--- src/rtl/vga_pkg.sv ---
// vga_pkg: shared constants and types for the 640x480@60 Hz VGA path.
//   HACTIVE/VACTIVE : visible pixels per line / visible lines per frame
//   HTOTAL/VTOTAL   : full line / frame lengths of the sync generator
//   mstate_t        : motion scheduler FSM states
package vga_pkg;

  localparam int HACTIVE = 640;
  localparam int VACTIVE = 480;
  localparam int HTOTAL  = 800;
  localparam int VTOTAL  = 525;

  typedef enum logic [1:0] {
    IDLE   = 2'd0,
    CALC   = 2'd1,
    COMMIT = 2'd2
  } mstate_t;

endpackage

--- src/rtl/motion_axis.sv ---
// motion_axis: next position / direction of one sprite axis.
//   pos, dir   : current committed position and direction (1 = increasing)
//   max        : largest legal position (screen extent minus sprite extent)
//   speed      : pixels moved per update
//   next_pos   : position after one update
//   next_dir   : direction after one update
// Build option MOTION_WRAP_EN: the sprite wraps to the opposite edge
// instead of bouncing, and the direction never changes.
module motion_axis (
  input  logic [9:0] pos,
  input  logic       dir,
  input  logic [9:0] max,
  input  logic [3:0] speed,
  output logic [9:0] next_pos,
  output logic       next_dir
);

  // One extra bit so pos+speed near the right/bottom edge cannot overflow.
  logic [10:0] pos_e, max_e, spd_e, inc;
  logic [9:0]  dec;

  assign pos_e = {1'b0, pos};
  assign max_e = {1'b0, max};
  assign spd_e = {7'd0, speed};
  assign inc   = pos_e + spd_e;
  assign dec   = pos - {6'd0, speed};

  always_comb begin
    next_pos = pos;
    next_dir = dir;
`ifdef MOTION_WRAP_EN
    if (dir) next_pos = (inc > max_e) ? 10'd0 : inc[9:0];
    else     next_pos = (pos_e < spd_e) ? max : dec;
`else
    if (dir) begin
      if (inc >= max_e) begin
        next_pos = max;
        next_dir = 1'b0;
      end else begin
        next_pos = inc[9:0];
      end
    end else begin
      if (pos_e <= spd_e) begin
        next_pos = 10'd0;
        next_dir = 1'b1;
      end else begin
        next_pos = dec;
      end
    end
`endif
  end

endmodule

--- src/rtl/sprite_motion_ctrl.sv ---
// sprite_motion_ctrl: frame-locked motion scheduler for one sprite.
//   clk        : pixel clock
//   rst_n      : asynchronous active-low reset
//   hc, vc     : sync generator counters
//   run        : 1 = move every FRAME_DIV frames, 0 = paused
//   step_req   : single-step request (rising edge while paused)
//   step_ack   : pulse when a stepped update commits
//   sprite_x/y : committed top-left corner
//   dir_x/y    : committed direction, 1 = increasing coordinate
//   frame_tick : pulse on every commit
//   in_sprite  : registered (hc,vc) inside the committed box
// Position updates happen only during vertical blanking, so the
// pixel-colour logic never sees a position change mid-frame.
// Build option MOTION_WRAP_EN selects wrap-around instead of bounce.
module sprite_motion_ctrl #(
  parameter int SPR_W     = 130,
  parameter int SPR_H     = 42,
  parameter int SPEED     = 1,
  parameter int FRAME_DIV = 1,
  parameter int X0        = 0,
  parameter int Y0        = 0
) (
  input  logic       clk,
  input  logic       rst_n,
  input  logic [9:0] hc,
  input  logic [9:0] vc,
  input  logic       run,
  input  logic       step_req,
  output logic       step_ack,
  output logic [9:0] sprite_x,
  output logic [9:0] sprite_y,
  output logic       dir_x,
  output logic       dir_y,
  output logic       frame_tick,
  output logic       in_sprite
);
  import vga_pkg::*;

  localparam logic [9:0] XMAX    = 10'(HACTIVE - SPR_W);
  localparam logic [9:0] YMAX    = 10'(VACTIVE - SPR_H);
  localparam logic [3:0] SPD     = 4'(SPEED);
  localparam logic [7:0] FD_LAST = 8'(FRAME_DIV - 1);
  localparam logic [9:0] X_RST   = 10'(X0);
  localparam logic [9:0] Y_RST   = 10'(Y0);

  mstate_t    state;
  logic       vb_evt;
  logic [7:0] frame_cnt;
  logic       step_req_q, step_pend, from_step;
  logic [9:0] shadow_x, shadow_y;
  logic       shadow_dx, shadow_dy;
  logic [9:0] nx, ny;
  logic       ndx, ndy;
  logic       due, step_rise;

  motion_axis u_axis_x (
    .pos(sprite_x), .dir(dir_x), .max(XMAX), .speed(SPD),
    .next_pos(nx), .next_dir(ndx)
  );

  motion_axis u_axis_y (
    .pos(sprite_y), .dir(dir_y), .max(YMAX), .speed(SPD),
    .next_pos(ny), .next_dir(ndy)
  );

  // frame_cnt still holds its pre-increment value on the vb_evt cycle,
  // so "about to wrap" marks the due frame.
  assign due       = (frame_cnt == FD_LAST) && (run || step_pend);
  assign step_rise = step_req && !step_req_q;

  always_ff @(posedge clk or negedge rst_n) begin
    if (!rst_n) begin
      vb_evt     <= 1'b0;
      frame_cnt  <= 8'd0;
      step_req_q <= 1'b0;
      step_pend  <= 1'b0;
    end else begin
      vb_evt     <= (hc == 10'd0) && (vc == 10'(VACTIVE));
      step_req_q <= step_req;
      if (vb_evt) frame_cnt <= (frame_cnt == FD_LAST) ? 8'd0 : frame_cnt + 8'd1;
      // A fresh request arriving on the commit edge survives the clear.
      if (step_rise && !run)              step_pend <= 1'b1;
      else if (state == CALC && from_step) step_pend <= 1'b0;
    end
  end

  // Shadow is captured on entry to CALC from the committed position and
  // copied to the outputs on the CALC->COMMIT edge.
  always_ff @(posedge clk or negedge rst_n) begin
    if (!rst_n) begin
      state      <= IDLE;
      shadow_x   <= X_RST;
      shadow_y   <= Y_RST;
      shadow_dx  <= 1'b1;
      shadow_dy  <= 1'b1;
      from_step  <= 1'b0;
      sprite_x   <= X_RST;
      sprite_y   <= Y_RST;
      dir_x      <= 1'b1;
      dir_y      <= 1'b1;
      frame_tick <= 1'b0;
      step_ack   <= 1'b0;
    end else begin
      case (state)
        IDLE: begin
          frame_tick <= 1'b0;
          step_ack   <= 1'b0;
          if (vb_evt && due) begin
            state     <= CALC;
            shadow_x  <= nx;
            shadow_y  <= ny;
            shadow_dx <= ndx;
            shadow_dy <= ndy;
            from_step <= step_pend;
          end
        end
        CALC: begin
          state      <= COMMIT;
          sprite_x   <= shadow_x;
          sprite_y   <= shadow_y;
          dir_x      <= shadow_dx;
          dir_y      <= shadow_dy;
          frame_tick <= 1'b1;
          step_ack   <= from_step;
        end
        COMMIT: begin
          state      <= IDLE;
          frame_tick <= 1'b0;
          step_ack   <= 1'b0;
        end
        default: state <= IDLE;
      endcase
    end
  end

  logic [10:0] hc_e, vc_e, x_e, y_e;
  assign hc_e = {1'b0, hc};
  assign vc_e = {1'b0, vc};
  assign x_e  = {1'b0, sprite_x};
  assign y_e  = {1'b0, sprite_y};

  always_ff @(posedge clk or negedge rst_n) begin
    if (!rst_n) in_sprite <= 1'b0;
    else        in_sprite <= (hc_e >= x_e) && (hc_e < x_e + 11'(SPR_W)) &&
                             (vc_e >= y_e) && (vc_e < y_e + 11'(SPR_H));
  end

endmodule

--- config.mk ---
export PLATFORM = sky130hd
export DESIGN_NAME = sprite_motion_ctrl
export DESIGN_NICKNAME = d
export VERILOG_FILES = /design/src/rtl/vga_pkg.sv /design/src/rtl/motion_axis.sv /design/src/rtl/sprite_motion_ctrl.sv
export SDC_FILE = /design/constraint.sdc
export NUM_CORES = 1
export LEC_CHECK = 0
export ABC_AREA = 0
export CORE_MARGIN = 5
export CORE_UTILIZATION = 45
export CTS_CLUSTER_DIAMETER = 150
export CTS_CLUSTER_SIZE = 40
export DETAILED_ROUTE_END_ITERATION = 8
export MAX_ROUTING_LAYER = met4
export PLACE_DENSITY_LB_ADDON = 0.08
export SETUP_SLACK_MARGIN = 0.2
export SLEW_MARGIN = 20
export SYNTH_ARGS = -nofsm -noshare
export SYNTH_HDL_FRONTEND = slang
export SYNTH_SLANG_ARGS = --single-unit
export TNS_END_PERCENT = 10
--- constraint.sdc ---
create_clock -name clk -period 5.8 [get_ports clk]
set_input_delay 0.87 -clock clk [delete_from_list [all_inputs] [get_ports clk]]
set_output_delay 0.87 -clock clk [all_outputs]
set_load 0.005 [all_outputs]
==> impl_metrics.yaml <==
synth:
  synth_edf_count: 0
  synth.net_count: 574
  synth.distinct_cells: 66
  ys.flop_type: "dfrtp_1"
  syn_inst: 498
  synth.most_common_cell: "nand2_1"
  synth_warnings: 0
  yosysSeqAreaShare_pct: 34.48
  async_flop_share_pct: 100.0
  ys_top_cells_by_count: "nand2_1, dfrtp_1, ha_1, o21ai_0, xnor2_1"
  avgSynthCellArea_um2: 8.919
  syn-cell-area_mm2: 0.004442
  netlist_top_cells_area: "dfrtp_1, ha_1, xnor2_1"
  ys_ff_latch: 61
  yosysTopAreaCellShare_pct: 32.11
  yosys.area.top_type: "dfrtp_1"
sta:
  relSlewSlack_pct: 47.28
  fin_setup_tns_ns: 0
  layout_min_cycle_time_ns: 2.548
  fmax_ghz: 0.3925
  setup_violations: 0
  clock-skew-final_ns: 0.01323
  finalMaxSlewViolations: 0
  worst_pin_slew_ns: 0.7908
  post-route-period-util_pct: 43.92
  rsz0062_at_grt: "false"
  hold_viol: 0
route:
  wirelength_um: 11240
  firstDrtPassIters: 6
  via_per_inst: 5.536
  avgRoutedWirePerCell_um: 16.63
  dr_total_vias: 3742
  ant_nets: 0
  drc: 0
  drt_iter0_drc: 216
finish:
  final_nets: 614
  syn2layout_area_growth_pct: 16.62
  num_antenna_cells: 0
  fill_cells: 902
  drive_above_1_share_pct: 8.103
place:
  hpwl_um: 8557
  port_buffers: 48
  place.gp.congestion: 0.8528
setup_path:
  r2r_slack_ns: 3.25
  critical_path.max_fanout: 10
  cp-end-kind: "flop"
  regToRegEndpoint: "shadow_y[2]"
  arrival_ns: 2.77
  r2r-start: "sprite_y[2]"
  crit_required_ns: 6.02
  cp-start-kind: "flop"
  crit_type: "flop to flop"
  worst_r2r_path_depth: 6
global_route:
  grt_pass1_vias: 3796
  grt_antenna_before_repair: 0
  grt_pass1_wl_um: 18930
  overflow: 0
  grt_max_degree: 62
  gr-usage-all-layers_pct: 20.83
clock_network:
  worstSkewPairLatency_ns: 0.34
  h-tree-depth: 3
  cts_tree: "built"
  root_buffer: "clkbuf_8"
  path_clk_slew_ns: 0.08
  cts_made_buffers: 9
  cts_sinks: 61
  cts_setup_buffers: 0
  clockBufferDepth: 2
  ctsHoldBuffers: 0
  cts_resized: 0
die:
  die_area_mm2: 0.01196
  start_util_pct: 45.87
  num_rows: 36
  fp.dieH_um: 109.4
  chipWidth_um: 109.4
  boundaryPins: 49
  core_mm2: 0.009684
pwr:
  power.total_mw: 0.8244
  peakVddDrop_mv: 0.09553
  powerDensity_mw_per_mm2: 159.1
  intPower_mw: 0.6195
  p_sw_mw: 0.2048
  p_clk_share_pct: 41.0
  swShare_pct: 24.85
  combPwrFrac_pct: 7.3
  seq_power_share_pct: 51.7
  leakagePower_nw: 2.134
flow_run:
  maxCapViolations: 0
worst_hold_path:
  whs_endpoint: "frame_cnt[7]"
  worstHoldPathCells: 1
  hold_start: "frame_cnt[7]"
  hold_class: "flop to flop"
status:
  status: "complete, no violations"
==> per-stage QoR <==
stage | cell area (µm²) | worst slack [ns] | instances | hold slack (ns) | util [%]
4_1_cts | 5180 | 3.263 | 676 | 0.4780 | 53.49
2_1_floorplan | 4442 | 3.618 | 498 | 0.4386 | -
6_report | 5180 | 3.252 | 676 | 0.4759 | 53.49
3_3_place_gp | 5011 | 2.966 | 660 | 0.4544 | 51.74
3_5_place_dp | 5011 | 2.953 | 660 | 0.4599 | 51.74
5_1_grt | 5180 | 3.016 | 676 | 0.4987 | 53.49
==> cell usage in the layout, fill, tap and decap left out, types with 10 or more instances in the layout <==
| cell type | n |
|---|---|
| nor2_1 | 33 |
| clkdlybuf4s50_1 | 47 |
| ha_1 | 52 |
| a21oi_1 | 15 |
| nor3_1 | 13 |
| xnor2_1 | 39 |
| o21ai_0 | 48 |
| nor4_1 | 10 |
| nand2_1 | 59 |
| inv_1 | 25 |
| dfrtp_1 | 57 |
| clkbuf_8 | 10 |
| nand3_1 | 13 |
==> layer usage <==
layer | GRT usage (%) | vias to the layer above | part of all wire (%)
met2 | 31.39 | 79 | 45
met1 | 28.99 | 1792 | 49
met3 | 3.112 | 13 | 4.8
met4 | 6.589 | 0 | 1.6
li1 | - | 1858 | -
met5 | - | - | 0
==> power by group through the flow <==
| stage | sequential (mW) | clock [mW] | combinational (mW) |
|---|---|---|---|
| detailed placement | 0.434 | 0 | 0.0613 |
| finish | 0.426 | 0.338 | 0.0603 |
| global route | 0.426 | 0.364 | 0.0696 |
| global placement | 0.434 | 0 | 0.0601 |
| CTS | 0.426 | 0.345 | 0.0618 |
| floorplan | 0.434 | 0 | 0.0235 |
==> kinds of logic (layout without fill, tap and decap cells) <==
| kind of cell | Yosys count | count (layout) | share of synthesized area, % |
|---|---|---|---|
| XOR/XNOR | 44 | 44 | 8.676 |
| adder cells (fa/ha/maj) | 52 | 52 | 14.65 |
| flip-flops | 61 | 61 | 34.48 |
| AND/OR/NAND/NOR | 157 | 157 | 17.15 |
| multiplexers | 5 | 5 | 1.211 |
| AO/OA/AOI/OAI | 126 | 126 | 18.87 |
| buffers and inverters | 53 | 98 | 4.957 |
==> critical path, cell delays in order, from the launching register on <==
cell,delay [ns]
dfrtp_1,0.50
ha_1,0.30
and4_4,0.27
or4b_4,0.49
o31ai_4,0.51
o211ai_2,0.15
a22o_1,0.22
==> final cells by class <==
cell class	count	area, µm²	share of cell area, %
tap	133	166.4	3.213
inverter	31	116.4	2.246
clock buffer	11	141.4	2.729
multi-input combinational	384	2699	52.10
clock inverter	5	27.53	0.5314
sequential	61	1531	29.57
timing repair buffer	51	498.0	9.614
==> sequential cells by signal, indices dropped and copies added, names as in the netlist <==
name / count
frame_cnt: 8
dir_y: 1
shadow_x: 10
in_sprite: 1
sprite_x: 10
step_req_q: 1
shadow_dx: 1
vb_evt: 1
dir_x: 1
step_pend: 1
sprite_y: 10
step_ack: 1
state: 2
from_step: 1
shadow_dy: 1
frame_tick: 1
shadow_y: 10
==> worst max path at each step <==
| stage | start | end | slack [ns] | depth (start not counted) |
|---|---|---|---|---|
| floorplan | sprite_y[2] | in_sprite | 3.62 | 11 |
| global placement | run | shadow_y[2] | 2.97 | 7 |
| detailed placement | run | shadow_y[2] | 2.95 | 7 |
| CTS | dir_x | dir_x | 3.26 | 1 |
| global route | sprite_x[2] | in_sprite | 3.02 | 9 |
| finish | sprite_y[2] | shadow_y[2] | 3.25 | 6 |
Note: power is estimated with default switching activity, not from simulation.
